`config.mk`:
```
export PLATFORM = sky130hd
export DESIGN_NAME = enemy_combat_ctrl
export DESIGN_NICKNAME = d
export VERILOG_FILES = /design/src/rtl/combat_pkg.sv /design/src/rtl/enemy_life.sv /design/src/rtl/enemy_combat_ctrl.sv
export SDC_FILE = /design/constraint.sdc
export NUM_CORES = 1
export LEC_CHECK = 0
export ABC_CLOCK_PERIOD_IN_PS = 6200
export BUFFER_PORTS_ARGS = -buffer_cell sky130_fd_sc_hd__buf_2
export CORE_UTILIZATION = 54
export DETAILED_ROUTE_END_ITERATION = 8
export PLACE_DENSITY = 0.89
export SYNTH_ARGS = -nofsm -noshare
export SYNTH_HDL_FRONTEND = slang
export SYNTH_SLANG_ARGS = --single-unit
```
`constraint.sdc`:
```
create_clock -name game_frame_clk_rising_edge -period 6.2 [get_ports game_frame_clk_rising_edge]
set_input_delay 0.93 -clock game_frame_clk_rising_edge [delete_from_list [all_inputs] [get_ports game_frame_clk_rising_edge]]
set_output_delay 0.93 -clock game_frame_clk_rising_edge [all_outputs]
set_load 0.01 [all_outputs]
```
`src/rtl/combat_pkg.sv`:
```
// rtl/combat_pkg.sv - shared types, sprite sizes and box overlap helper for enemy combat
package combat_pkg;

  typedef enum logic [1:0] {
    DIR_DOWN  = 2'd0,
    DIR_LEFT  = 2'd1,
    DIR_UP    = 2'd2,
    DIR_RIGHT = 2'd3
  } dir_t;

  typedef enum logic [1:0] {
    IDLE         = 2'd0,
    COOLDOWN     = 2'd1,
    WAIT_RELEASE = 2'd2
  } strike_state_t;

  localparam int ENEMY_W  = 26;
  localparam int ENEMY_H  = 26;
  localparam int PLAYER_W = 18;
  localparam int PLAYER_H = 20;

  // Half-open box [x0,x1) x [y0,y1); 10 bits so screen coordinates plus sprite size never wrap.
  typedef struct packed {
    logic [9:0] x0;
    logic [9:0] x1;
    logic [9:0] y0;
    logic [9:0] y1;
  } box_t;

  // Strict compares: boxes that only share an edge do not overlap.
  function automatic logic box_overlap(input box_t a, input box_t b);
    return (a.x0 < b.x1) && (b.x0 < a.x1) && (a.y0 < b.y1) && (b.y0 < a.y1);
  endfunction

endpackage

```
`src/rtl/enemy_life.sv`:
```
// rtl/enemy_life.sv - per-enemy HP, alive, respawn and attack-period bookkeeping
module enemy_life
  import combat_pkg::*;
#(
  parameter int ENEMY_HP         = 3,
  parameter int ENEMY_ATK_PERIOD = 30,
  parameter int RESPAWN_FRAMES   = 60
) (
  input  logic game_frame_clk_rising_edge,
  input  logic Reset,
  input  logic run,           // low once the player is dead: everything holds
  input  logic hit,           // strike fired this frame and its box covers this enemy
  input  logic attack_ready,  // enemy adjacent to player and idle
  output logic is_alive,
  output logic attacked,      // registered one-frame hit pulse
  output logic kill,          // combinational: this frame's hit takes the last HP
  output logic fire_req       // combinational: enemy deals damage this frame
);

  localparam int HP_W  = $clog2(ENEMY_HP + 1);
  localparam int RSP_W = $clog2(RESPAWN_FRAMES + 1);
  localparam int ATK_W = $clog2(ENEMY_ATK_PERIOD + 1);

  logic [HP_W-1:0]  hp_q, hp_d;
  logic             alive_q, alive_d;
  logic [RSP_W-1:0] rsp_q, rsp_d;
  logic [ATK_W-1:0] atk_q, atk_d;
  logic             attacked_q, attacked_d;
  logic             hit_ok;

  // Next-state: hits and kills, respawn countdown, enemy attack period.
  always_comb begin
    hit_ok     = run & hit & alive_q;
    fire_req   = run & attack_ready & alive_q & (atk_q == '0);
    kill       = hit_ok & (hp_q == HP_W'(1));
    hp_d       = hp_q;
    alive_d    = alive_q;
    rsp_d      = rsp_q;
    atk_d      = atk_q;
    attacked_d = hit_ok;
    if (run) begin
      if (atk_q != '0) begin
        atk_d = atk_q - 1'b1;
      end
      if (fire_req) begin
        atk_d = ATK_W'(ENEMY_ATK_PERIOD - 1);
      end
      if (alive_q) begin
        if (hit_ok) begin
          hp_d = hp_q - 1'b1;
          if (kill) begin
            alive_d = 1'b0;
            rsp_d   = RSP_W'(RESPAWN_FRAMES - 1);
          end
        end
      end else if (rsp_q == '0) begin
        alive_d = 1'b1;
        hp_d    = HP_W'(ENEMY_HP);
        atk_d   = '0;
      end else begin
        rsp_d = rsp_q - 1'b1;
      end
    end
  end

  // State registers, synchronous active-high reset.
  always_ff @(posedge game_frame_clk_rising_edge) begin
    if (Reset) begin
      hp_q       <= HP_W'(ENEMY_HP);
      alive_q    <= 1'b1;
      rsp_q      <= '0;
      atk_q      <= '0;
      attacked_q <= 1'b0;
    end else begin
      hp_q       <= hp_d;
      alive_q    <= alive_d;
      rsp_q      <= rsp_d;
      atk_q      <= atk_d;
      attacked_q <= attacked_d;
    end
  end

  assign is_alive = alive_q;
  assign attacked = attacked_q;

endmodule

```
`src/rtl/enemy_combat_ctrl.sv`:
```
// rtl/enemy_combat_ctrl.sv - player strike FSM, hit detection, player HP and score
module enemy_combat_ctrl
  import combat_pkg::*;
#(
  parameter int NUM_ENEMY        = 4,
  parameter int ENEMY_HP         = 3,
  parameter int PLAYER_HP        = 8,
  parameter int ATTACK_COOLDOWN  = 8,
  parameter int ENEMY_ATK_PERIOD = 30,
  parameter int RESPAWN_FRAMES   = 60,
  parameter int REACH            = 12
) (
  input  logic                   game_frame_clk_rising_edge,
  input  logic                   Reset,
  input  logic                   Player_Attack,
  input  logic [8:0]             Player_X,
  input  logic [8:0]             Player_Y,
  input  logic [1:0]             Player_Direction,
  input  logic [NUM_ENEMY*9-1:0] Enemy_X_Pos,
  input  logic [NUM_ENEMY*9-1:0] Enemy_Y_Pos,
  input  logic [NUM_ENEMY-1:0]   Enemy_Attack_Ready,
  output logic [NUM_ENEMY-1:0]   Enemy_Is_Attacked,
  output logic [NUM_ENEMY-1:0]   is_alive,
  output logic                   Player_Is_Attacked,
  output logic [3:0]             Player_HP,
  output logic                   Player_Dead,
  output logic [7:0]             Score
);

  localparam logic [1:0] S_IDLE         = IDLE;
  localparam logic [1:0] S_COOLDOWN     = COOLDOWN;
  localparam logic [1:0] S_WAIT_RELEASE = WAIT_RELEASE;

  localparam int CNT_W = $clog2(ATTACK_COOLDOWN + 1);
  localparam int KW    = $clog2(NUM_ENEMY + 1);

  logic [1:0]           state_q, state_d;
  logic [CNT_W-1:0]     cnt_q, cnt_d;
  logic [3:0]           hp_q, hp_d;
  logic                 dead_q, dead_d;
  logic                 pia_q, pia_d;
  logic [7:0]           score_q, score_d;

  logic                 strike_fire;
  box_t                 strike_box;
  logic [9:0]           px, py;
  logic [NUM_ENEMY-1:0] hit_vec;
  logic [NUM_ENEMY-1:0] kill_vec;
  logic [NUM_ENEMY-1:0] fire_vec;
  logic [KW-1:0]        kills;
  logic [8:0]           score_sum;

  // Strike FSM: one strike per press, then cooldown, then wait for key release.
  always_comb begin
    state_d     = state_q;
    cnt_d       = cnt_q;
    strike_fire = 1'b0;
    case (state_q)
      S_IDLE: begin
        if (Player_Attack && !dead_q) begin
          strike_fire = 1'b1;
          state_d     = S_COOLDOWN;
          cnt_d       = CNT_W'(ATTACK_COOLDOWN - 1);
        end
      end
      S_COOLDOWN: begin
        if (cnt_q == '0) begin
          state_d = Player_Attack ? S_WAIT_RELEASE : S_IDLE;
        end else begin
          cnt_d = cnt_q - 1'b1;
        end
      end
      S_WAIT_RELEASE: begin
        if (!Player_Attack) begin
          state_d = S_IDLE;
        end
      end
      default: state_d = S_IDLE;
    endcase
  end

  // Strike box in front of the player; left/up clamp at the screen edge instead of wrapping.
  always_comb begin
    px         = {1'b0, Player_X};
    py         = {1'b0, Player_Y};
    strike_box = '0;
    case (dir_t'(Player_Direction))
      DIR_RIGHT: begin
        strike_box.x0 = px + 10'(PLAYER_W);
        strike_box.x1 = px + 10'(PLAYER_W + REACH);
        strike_box.y0 = py;
        strike_box.y1 = py + 10'(PLAYER_H);
      end
      DIR_LEFT: begin
        strike_box.x0 = (px >= 10'(REACH)) ? px - 10'(REACH) : 10'd0;
        strike_box.x1 = px;
        strike_box.y0 = py;
        strike_box.y1 = py + 10'(PLAYER_H);
      end
      DIR_UP: begin
        strike_box.x0 = px;
        strike_box.x1 = px + 10'(PLAYER_W);
        strike_box.y0 = (py >= 10'(REACH)) ? py - 10'(REACH) : 10'd0;
        strike_box.y1 = py;
      end
      default: begin
        strike_box.x0 = px;
        strike_box.x1 = px + 10'(PLAYER_W);
        strike_box.y0 = py + 10'(PLAYER_H);
        strike_box.y1 = py + 10'(PLAYER_H + REACH);
      end
    endcase
  end

  for (genvar i = 0; i < NUM_ENEMY; i++) begin : g_enemy
    box_t ebox;
    assign ebox.x0    = {1'b0, Enemy_X_Pos[9*i +: 9]};
    assign ebox.x1    = {1'b0, Enemy_X_Pos[9*i +: 9]} + 10'(ENEMY_W);
    assign ebox.y0    = {1'b0, Enemy_Y_Pos[9*i +: 9]};
    assign ebox.y1    = {1'b0, Enemy_Y_Pos[9*i +: 9]} + 10'(ENEMY_H);
    assign hit_vec[i] = strike_fire & box_overlap(strike_box, ebox);

    enemy_life #(
      .ENEMY_HP         (ENEMY_HP),
      .ENEMY_ATK_PERIOD (ENEMY_ATK_PERIOD),
      .RESPAWN_FRAMES   (RESPAWN_FRAMES)
    ) u_life (
      .game_frame_clk_rising_edge (game_frame_clk_rising_edge),
      .Reset                      (Reset),
      .run                        (~dead_q),
      .hit                        (hit_vec[i]),
      .attack_ready               (Enemy_Attack_Ready[i]),
      .is_alive                   (is_alive[i]),
      .attacked                   (Enemy_Is_Attacked[i]),
      .kill                       (kill_vec[i]),
      .fire_req                   (fire_vec[i])
    );
  end

  // Player damage (at most one point per frame) and saturating kill score.
  always_comb begin
    pia_d = |fire_vec;
    hp_d  = hp_q;
    if (pia_d && (hp_q != 4'd0)) begin
      hp_d = hp_q - 4'd1;
    end
    dead_d = (hp_d == 4'd0);
    kills  = '0;
    for (int i = 0; i < NUM_ENEMY; i++) begin
      kills = kills + KW'(kill_vec[i]);
    end
    score_sum = 9'(score_q) + 9'(kills);
    score_d   = (score_sum > 9'd255) ? 8'd255 : score_sum[7:0];
  end

  // Registered state and outputs, synchronous active-high reset.
  always_ff @(posedge game_frame_clk_rising_edge) begin
    if (Reset) begin
      state_q <= S_IDLE;
      cnt_q   <= '0;
      hp_q    <= 4'(PLAYER_HP);
      dead_q  <= 1'b0;
      pia_q   <= 1'b0;
      score_q <= 8'd0;
    end else begin
      state_q <= state_d;
      cnt_q   <= cnt_d;
      hp_q    <= hp_d;
      dead_q  <= dead_d;
      pia_q   <= pia_d;
      score_q <= score_d;
    end
  end

  assign Player_Is_Attacked = pia_q;
  assign Player_HP          = hp_q;
  assign Player_Dead        = dead_q;
  assign Score              = score_q;

endmodule

```
Yosys cells after proc, flatten, opt, wreduce, memory -nomap -nowiden
Index checks and enable logic that the tools add are counted.
{ "classes": {"n_eq_ne": 25, "reduce_logical": 47, "addsub": 32, "magnitude_cmp": 19, "n_bitwise": 29, "n_mux": 75} }
{ "op_table": {"columns": ["operator", "n"], "rows": [
  ["40-bit case mux with 3 select lines", 1],
  ["9-bit by 5-bit adder with 10-bit output (second input constant)", 11],
  ["6-bit two-way mux", 16],
  ["10-bit < comparator", 8],
  ["9-bit by 10-bit < comparator with 1-bit output", 8],
  ["5-bit two-way mux", 16],
  ["2-bit two-way mux", 16],
  ["1-bit AND", 28],
  ["6-bit zero test", 4],
  ["6-bit by 1-bit subtractor with 6-bit output (second input constant)", 4],
  ["5-bit zero test", 4],
  ["10-bit two-way mux", 2],
  ["5-bit nonzero test", 4],
  ["5-bit by 1-bit subtractor with 5-bit output (second input constant)", 4],
  ["9-bit by 4-bit subtractor with 10-bit output (second input constant)", 2],
  ["9-bit by 4-bit greater-or-equal comparator with 1-bit output (second input constant)", 2],
  ["1-bit two-way mux", 18],
  ["3-bit AND reduction", 6],
  ["2-bit by 1-bit inequality test with 1-bit output (second input constant)", 8],
  ["2-bit inequality test (second input constant)", 8],
  ["4-bit AND reduction", 4],
  ["1-bit logical AND", 14],
  ["2-bit by 1-bit == test with 1-bit output (second input constant)", 6],
  ["4-bit two-way mux", 3],
  ["19 further kinds", 30]
]} }
{ "word_totals": {"regBits": 80, "output_inout_bits": 22, "word_cells": 253, "inputBits": 99} }

Depth between registers and ports, before layout
Gate-level depths: netlist (run 1).
{ "logic_depth": {"ltp_word": 17, "mapped_depth": 23} }

Cells and area by module
Synthesis (run 1) repeated with hierarchy kept, for this count alone.
{ "hier_totals": {"cells_unflattened": 1147, "area_unflattened_um2": 9131.3} }
{ "modules_own_cells": {"columns": ["mod", "area_per_inst_um2", "instances", "seq_area_each_um2", "cells_per_inst"], "rows": [
  ["enemy_combat_ctrl", 5903.2, 1, 400.4, 759],
  ["enemy_life", 807.0, 4, 300.3, 97]
]} }

Least setup slack after synthesis (run 1)
OpenSTA, ideal clock, no wires.
{ "synth_path": {"path_type": "input to register", "from": "in Player_X[2]", "to": "reg score_q[4] (netlist: Score[4])", "path_buffers": 0, "setup_ns": 0.132, "arrival_ns": 5.758, "slack_ns": 0.310, "cell_stages": 20, "path_cell_list": "ha_1 > or3b_2 > a31oi_1 > and2_1 > nand2_1 > o31ai_1 > ha_1 > o21ai_0 > nor2_1 > or4_1 > nor4b_2 > nand3_2 > fa_1 > inv_1 > fa_1 > fa_1 > and2_1 > nand2_1 > xor2_1 > a21oi_1"} }
{ "synth_via": {"elab_chain_len": 17, "elab_cells_between_ends": 48, "cone_classes": "7 x add/sub; 10 x order compare; 3 x mux; 16 x bitwise; 12 x reduce/logical"} }
{ "synth_rtl": {"columns": ["element", "line", "source"], "rows": [
  ["start, declared", "enemy_combat_ctrl.sv:16", "input logic [8:0] Player_X,"],
  ["9-bit by 4-bit subtractor with 10-bit output or 9-bit by 4-bit greater-or-equal comparator with 1-bit output (tied branches)", "enemy_combat_ctrl.sv:95", "strike_box.x0 = (px >= 10'(REACH)) ? px - 10'(REACH) : 10'd0;"],
  ["10-bit two-way mux", "enemy_combat_ctrl.sv:95", null],
  ["40-bit case mux with 3 select lines *", "enemy_combat_ctrl.sv:87", "case (dir_t'(Player_Direction))"],
  ["10-bit < comparator", "combat_pkg.sv:32", "return (a.x0 < b.x1) && (b.x0 < a.x1) && (a.y0 < b.y1) && (b.y0 < a.y1);"],
  ["1-bit logical AND (3 in series)", "combat_pkg.sv:32", null],
  ["1-bit AND", "enemy_combat_ctrl.sv:121", "assign hit_vec[i] = strike_fire & box_overlap(strike_box, ebox);"],
  ["1-bit AND (2 in series)", "enemy_life.sv:33", "hit_ok = run & hit & alive_q;"],
  ["1-bit AND", "enemy_life.sv:35", "kill = hit_ok & (hp_q == HP_W'(1));"],
  ["1-bit by 1-bit adder with 2-bit output", "enemy_combat_ctrl.sv:150", "kills = kills + KW'(kill_vec[i]);"],
  ["2-bit by 1-bit adder with 3-bit output", "enemy_combat_ctrl.sv:150", null],
  ["3-bit by 1-bit adder with 3-bit output *", "enemy_combat_ctrl.sv:150", null],
  ["8-bit by 3-bit adder with 9-bit output *", "enemy_combat_ctrl.sv:152", "score_sum = 9'(score_q) + 9'(kills);"],
  ["9-bit by 8-bit greater-than comparator with 1-bit output", "enemy_combat_ctrl.sv:153", "score_d = (score_sum > 9'd255) ? 8'd255 : score_sum[7:0];"],
  ["8-bit two-way mux *", "enemy_combat_ctrl.sv:153", null],
  ["end signal, assigned", "enemy_combat_ctrl.sv:171", "score_q <= score_d;"],
  ["end, declared", "enemy_combat_ctrl.sv:42", "logic [7:0] score_q, score_d;"]
]} }
Every way passes the cells marked *; elsewhere a longest branch is shown, timed or not.
A chain may end at the register's enable or synchronous reset.

Final worst setup path (run 1)
Same ends and word-level chain as after synthesis.

==> impl_metrics.json, run 1 <==
{
  "p_comb_share_pct": 47.7,
  "clock_latency_ps": 340,
  "yosys-top-cells-area": "ha_1 (23%), dfxtp_1 (18%), a21oi_1 (6.0%), xor2_1 (4.4%), xnor2_1 (4.1%)",
  "crit_path_end_kind": "flip-flop",
  "period_share_pct": 95.23,
  "clock_skew_ps": 9.058,
  "die_h_um": 131.5,
  "synth_cells": 1136,
  "firstDrtPassIters": 5,
  "async_reset_ff_share_pct": 0,
  "antenna_found_initial": 0,
  "power_mw": 2.417,
  "dieArea_sq_um": 17300,
  "clkSinkCount": 80,
  "swShare_pct": 40.02,
  "routed_via_density": 6.213,
  "die_x_um": 131.5,
  "hold_path.class": "flip-flop to flip-flop",
  "overflow": 0,
  "grt_pass1_vias": 8835,
  "p_leak_nw": 4.650,
  "crit_buf_inv": 2,
  "yosysWarnings": 0,
  "worst_pin_slew_ps": 866.8,
  "path_delay_family": "simple AND/OR/NAND/NOR gates",
  "finalNetCount": 1527,
  "io_pins": 121,
  "drive_gt1_share_pct": 15.71,
  "synth_area_sq_um": 9060,
  "synth_area_per_cell_sq_um": 7.975,
  "slowest_stage": "or4_1",
  "track_usage_pct": 28.43,
  "cpPeakStageDelay_ps": 590,
  "cp-start-kind": "primary input",
  "drv_cap": 0,
  "cts_setup_buffers": 0,
  "utilization_pct": 63.92,
  "cts_tree": "done",
  "fmax_mhz": 169.4,
  "p_switching_mw": 0.9673,
  "path_cells": "buf_2, ha_1, or3b_2, a31oi_1, and2_1, nand3_1, nand2_1, ha_1, a211oi_1, nor2_1, or4_1, nor4b_4, nand3_2, fa_1, inv_1, fa_1, fa_1, and2_1, nand2_1, xor2_1, a21oi_1",
  "setup_viol": 0,
  "fp.coreArea_sq_um": 16120,
  "wire_per_inst_um": 16.98,
  "grt_pass1_wl_um": 41140,
  "first_iter_violations": 697,
  "synth_fp_nets": 1408,
  "p_seq_share_pct": 27.9,
  "fin_setup_tns_ps": 0,
  "port_buffers": 120,
  "cp_common_cell": "fa_1",
  "synth-edff-count": 0,
  "period_needed_ps": 5904,
  "worstPathArrival_ps": 6100,
  "start_util_pct": 56.22,
  "rsz0062_at_grt": "false",
  "ys_ff_latch": 80,
  "cts_root_buf": "clkbuf_16",
  "path_max_fanout": 5,
  "drc": 0,
  "globalplace.congestion": 0.9929,
  "route.vias.total": 9171,
  "wl_um": 25060,
  "status": "complete, no violations",
  "yosys.cell_types.count": 83,
  "n_antenna_cell": 0,
  "hpwl_um": 20080,
  "slew_headroom_pct": 41.87,
  "cts_buffers": 9,
  "ant_nets": 0,
  "hold_viol": 0,
  "power.internal_mw": 1.450,
  "p_clk_share_pct": 24.5,
  "yosysTopAreaCell": "ha_1",
  "htreeDepth": 3,
  "netlist.area_leader.share_pct": 23.48,
  "synth_ff_type": "dfxtp_1",
  "syn_to_final_growth_pct": 13.70,
  "peakVddDrop_v": 0.0001848,
  "critPathRequiredTime_ps": 6400,
  "grt_max_degree": 61,
  "cts_buffer_depth": 2,
  "drv_slew": 0,
  "worstSetupPathType": "primary input to flip-flop",
  "power-per-cell-area_nw_per_um2": 234.7,
  "clk_pin_slew_worst_paths_ps": 70,
  "row_count": 46,
  "synth-seq-area-share_pct": 17.68
}
[worst reg2reg max path, delay by kind of cell (launching register included)]
| family | cells | cell delay (ps) |
|---|---|---|
| flip-flops | 1 | 360 |
| adder cells (fa/ha/maj) | 3 | 1400 |
| buffers and inverters | 2 | 270 |
| AND/OR/NAND/NOR | 7 | 1770 |
| XOR/XNOR | 1 | 180 |
| AO/OA/AOI/OAI | 1 | 100 |
[placed cells by master (no fill, tap or decap), drive strengths merged, types with 5 or more instances in the layout]
| cell type | count |
|---|---|
| nand2 | 75 |
| nand3 | 52 |
| and3 | 17 |
| buf | 150 |
| nor3b | 5 |
| o211ai | 6 |
| dfxtp | 80 |
| clkbuf | 9 |
| or4 | 5 |
| o21a | 10 |
| and2 | 5 |
| inv | 64 |
| a211oi | 16 |
| a21oi | 110 |
| nor4 | 9 |
| xor2 | 46 |
| a21o | 17 |
| or3 | 15 |
| a221oi | 7 |
| ha | 170 |
| o21ai | 59 |
| a211o | 8 |
| nand2b | 24 |
| o31a | 5 |
| a31oi | 13 |
| nor2b | 14 |
| or4b | 5 |
| nand4 | 27 |
| nor2 | 74 |
| nor3 | 38 |
| xnor2 | 42 |
| nor4b | 8 |
[power by group through the flow]
stage               clock network [mW]  registers (mW)  logic, mW
floorplan                            0           0.673      0.819
global placement                     0           0.677       1.07
detailed placement                   0           0.680       1.12
CTS                              0.595           0.671       1.13
global route                     0.614           0.686       1.29
finish                           0.591           0.674       1.15
[area by class of cell]
class / count / area [sq um]
clock buffers: 9 / 225.2
flip-flops and latches: 80 / 1602
multi-input cells: 952 / 7036
repair buffers: 150 / 825.8
fillers: 1330 / 5814
well taps: 216 / 270.3
inverters: 62 / 232.7
clock inverters: 7 / 110.1
[logic make-up after synthesis]
family                   count (synthesis)  share of synthesized area (%)
XOR/XNOR                                88                          8.507
AO/OA/AOI/OAI                          293                          20.73
multiplexers                             5                         0.5800
adder cells (fa/ha/maj)                173                          24.14
buffers and inverters                  104                          4.820
AND/OR/NAND/NOR                        393                          23.55
flip-flops                              80                          17.68
[worst paths after layout]
path / start / slack, ps / cells past startpoint / endpoint
setup / recovery: Player_X[2] / 300 / 21 / Score[4]
hold / removal: g_enemy[2].u_life.atk_q[4] / 480 / 2 / g_enemy[2].u_life.atk_q[4]
setup reg to reg: state_q[1] / 1980 / 14 / Score[4]
hold reg to reg: g_enemy[2].u_life.atk_q[4] / 480 / 2 / g_enemy[2].u_life.atk_q[4]
[per-stage QoR]
stage | setup WS, ps | cells | hold slack, ps | area, sq um
CTS | 243.9 | 1476 | 478.3 | 10290
floorplan | 310.2 | 1136 | 444.3 | 9060
global placement | 123.1 | 1460 | 456.6 | 9952
finish | 295.6 | 1476 | 479.1 | 10300
global route | 22.88 | 1476 | 504.4 | 10300
detailed placement | -95.11 | 1460 | 469.6 | 9952
[synth_stat cells (all sizes together), types with 16 or more instances]
cell	count
xor2	46
o21ai	59
clkbuf	26
nor3	38
and3	17
nand4	27
ha	170
a21oi	110
a211oi	16
inv	61
nand3	52
dfxtp	80
a21o	17
nand2	75
buf	16
xnor2	42
nand2b	24
nor2	74
[registers in the layout, summed over array words and instances (netlist names)]
| register | flops |
|---|---|
| g_enemy.u_life.rsp_q | 24 |
| g_enemy.u_life.atk_q | 20 |
| Score | 8 |
| g_enemy.u_life.hp_q | 8 |
| Player_HP | 4 |
| cnt_q | 4 |
| g_enemy.u_life.attacked | 4 |
| g_enemy.u_life.is_alive | 4 |
| state_q | 2 |
| Player_Dead | 1 |
| Player_Is_Attacked | 1 |
[per-layer routing]
metal | global-route usage [%] | wire length (um) | up-vias
li1 | - | - | 4431
met1 | 35.41 | 10620 | 4306
met2 | 49.09 | 11950 | 379
met3 | 3.781 | 1735 | 55
met4 | 11.50 | 756 | 0
met5 | 0 | 0 | -
[timing repair]
item	CTS	global route
setup endpoints to repair	0	7
hold buffers	0	0
resized for setup	0	3
(Power assumes the default switching activity.)
==> inputs of run 2 (changes only) <==
Settings changed: ABC_AREA from default to 1, CORE_UTILIZATION 54 to 55, PLACE_DENSITY 0.89 to 0.9, TNS_END_PERCENT from default to 5.
==> impl_metrics.json, run 2 <==
{
  "clock_skew_ps": 5.309,
  "startpoint": "Player_Y[5]",
  "fp.coreArea_sq_um": 16640,
  "synth_area_per_cell_sq_um": 6.812,
  "start_util_pct": 56.65,
  "final_common_cell": "nand2_1",
  "dp.cells": 1702,
  "period_share_pct": 89.54,
  "async_reset_ff_share_pct": 0,
  "cts_setup_buffers": 0,
  "crit_path_end_kind": "flip-flop",
  "drive_gt1_share_pct": 12.62,
  "worst_pin_slew_ps": 968.3,
  "status": "complete, no violations",
  "drv_slew": 0,
  "yosys-top-cells-area": "ha_1 (23%), dfxtp_1 (17%), nand2_1 (13%), a21oi_1 (6.2%), inv_1 (5.6%)",
  "yosysTopAreaCell": "ha_1",
  "drv_cap": 0,
  "p_leak_nw": 5.319,
  "slew_headroom_pct": 34.60,
  "cts_root_buf": "clkbuf_16",
  "ant_nets": 0,
  "netlist.area_leader.share_pct": 22.56,
  "synth_area_sq_um": 9428,
  "clk_pin_slew_worst_paths_ps": 60,
  "grt_max_degree": 61,
  "firstDrtPassIters": 6,
  "worstSetupPathType": "primary input to flip-flop",
  "wl_um": 24670,
  "dieArea_sq_um": 17670,
  "yosysMostFrequentCell": "nand2_1",
  "track_usage_pct": 27.86,
  "syn_to_final_growth_pct": 11.92,
  "overflow": 0,
  "period_needed_ps": 5551,
  "reg_top3": "g_enemy.u_life.rsp_q x24, g_enemy.u_life.atk_q x20",
  "worstPathArrival_ps": 5750,
  "whs_ps": 470.8,
  "io_pins": 121,
  "instances_no_fill": 1720,
  "path_max_fanout": 8,
  "r2r_start": "Player_Dead",
  "rsz0062_at_grt": "false",
  "grt_pass1_wl_um": 40700,
  "routed_via_density": 5.592,
  "cts_resized": 0,
  "cts_buffers": 9,
  "yosys.cell_types.count": 54,
  "die_x_um": 132.9,
  "clkSinkCount": 80,
  "synth-seq-area-share_pct": 16.99,
  "synth_ff_type": "dfxtp_1",
  "power-per-cell-area_nw_per_um2": 239.5,
  "antenna_found_initial": 2,
  "critPathRequiredTime_ps": 6400,
  "largest_reg_flops": 24,
  "fin_setup_tns_ps": 0,
  "synth_commonest_cells": "nand2_1 (323), ha_1 (170), inv_1 (140), a21oi_1 (116), nor2_1 (114)",
  "htreeDepth": 3,
  "route.vias.total": 9618,
  "cts_hold_buf": 0,
  "fmax_mhz": 180.1,
  "first_iter_violations": 684,
  "hold_path.class": "flip-flop to flip-flop",
  "drc": 0,
  "globalplace.congestion": 0.9464,
  "final_cell_mix": "nand2_1 (323), ha_1 (170), inv_1 (140)",
  "hold_viol": 0,
  "utilization_pct": 63.40,
  "regMostFlops": "g_enemy.u_life.rsp_q",
  "wire_per_inst_um": 14.34,
  "port_buffers": 120,
  "yosysWarnings": 0,
  "die_h_um": 132.9,
  "setup_viol": 0,
  "ys_ff_latch": 80,
  "grt_pass1_vias": 8899,
  "hpwl_um": 19590,
  "hold_path_startpoint": "g_enemy[1].u_life.atk_q[4]",
  "row_count": 47,
  "peakVddDrop_v": 0.0001529,
  "finalNetCount": 1765,
  "synth_cells": 1384,
  "clock_latency_ps": 340,
  "cts_tree": "done",
  "cts_buffer_depth": 2,
  "cp-start-kind": "primary input",
  "synth_fp_nets": 1656,
  "synth-edff-count": 0
}
-- run 2: stage by stage --
stage	total power, mW	setup slack [ps]	instance area [sq um]
after floorplan	1.587	980.3	9428
after global placement	1.835	502.6	10210
after detailed placement	1.891	358.5	10210
after CTS	2.514	700.7	10550
after global routing	2.733	256.5	10550
final	2.527	648.6	10550
-- run 2: final cells by class --
type	instances	area, sq um
Clock inverter	6	107.6
Fill cell	1418	6091
Inverter	150	565.5
Antenna cell	2	5.005
Tap cell	220	275.3
Multi-Input combinational cell	1120	7077
Sequential cell	80	1602
Timing Repair Buffer	132	690.7
Clock buffer	10	229.0
-- run 2: where the power goes --
group          switching (mW)  internal, mW
Sequential             0.0908         0.612
Combinational           0.753         0.469
Clock                   0.210         0.392
-- run 2: routing by layer --
layer / up-vias / wire, um / global-route usage, %
li1: 4901 / - / -
met1: 4319 / 11330 / 36.74
met2: 348 / 11200 / 46.28
met3: 50 / 1498 / 4.023
met4: 0 / 646 / 9.387
met5: - / 0 / 0
-- run 2: critical path, cell delays in order --
cell and delay [ps]:
buf_2 120, clkinv_1 200, ha_1 260, nand2_1 80, nand2_1 70, o41ai_1 780
ha_1 380, nand2_1 60, inv_1 50, a211oi_1 250, o211ai_1 130, nor2_1 110
nand2_1 80, nor2_4 130, nand4_1 120, fa_1 510, inv_1 60, fa_1 450
fa_1 430, nand3_1 160, nor4_1 100, nand2_1 180, a21oi_1 100
-- run 2: logic make-up after synthesis --
family                   synth area share, %
AO/OA/AOI/OAI                          16.14
adder cells (fa/ha/maj)                23.20
XOR/XNOR                               7.153
AND/OR/NAND/NOR                        28.57
buffers and inverters                  7.949
flip-flops                             16.99
-- run 2: path summary, 6_finish.rpt --
check,slack [ps],to,cells after the start
max,650,Score[5],23
min,470,g_enemy[1].u_life.atk_q[4],2
max reg2reg,2220,Score[5],16
min reg2reg,470,g_enemy[1].u_life.atk_q[4],2
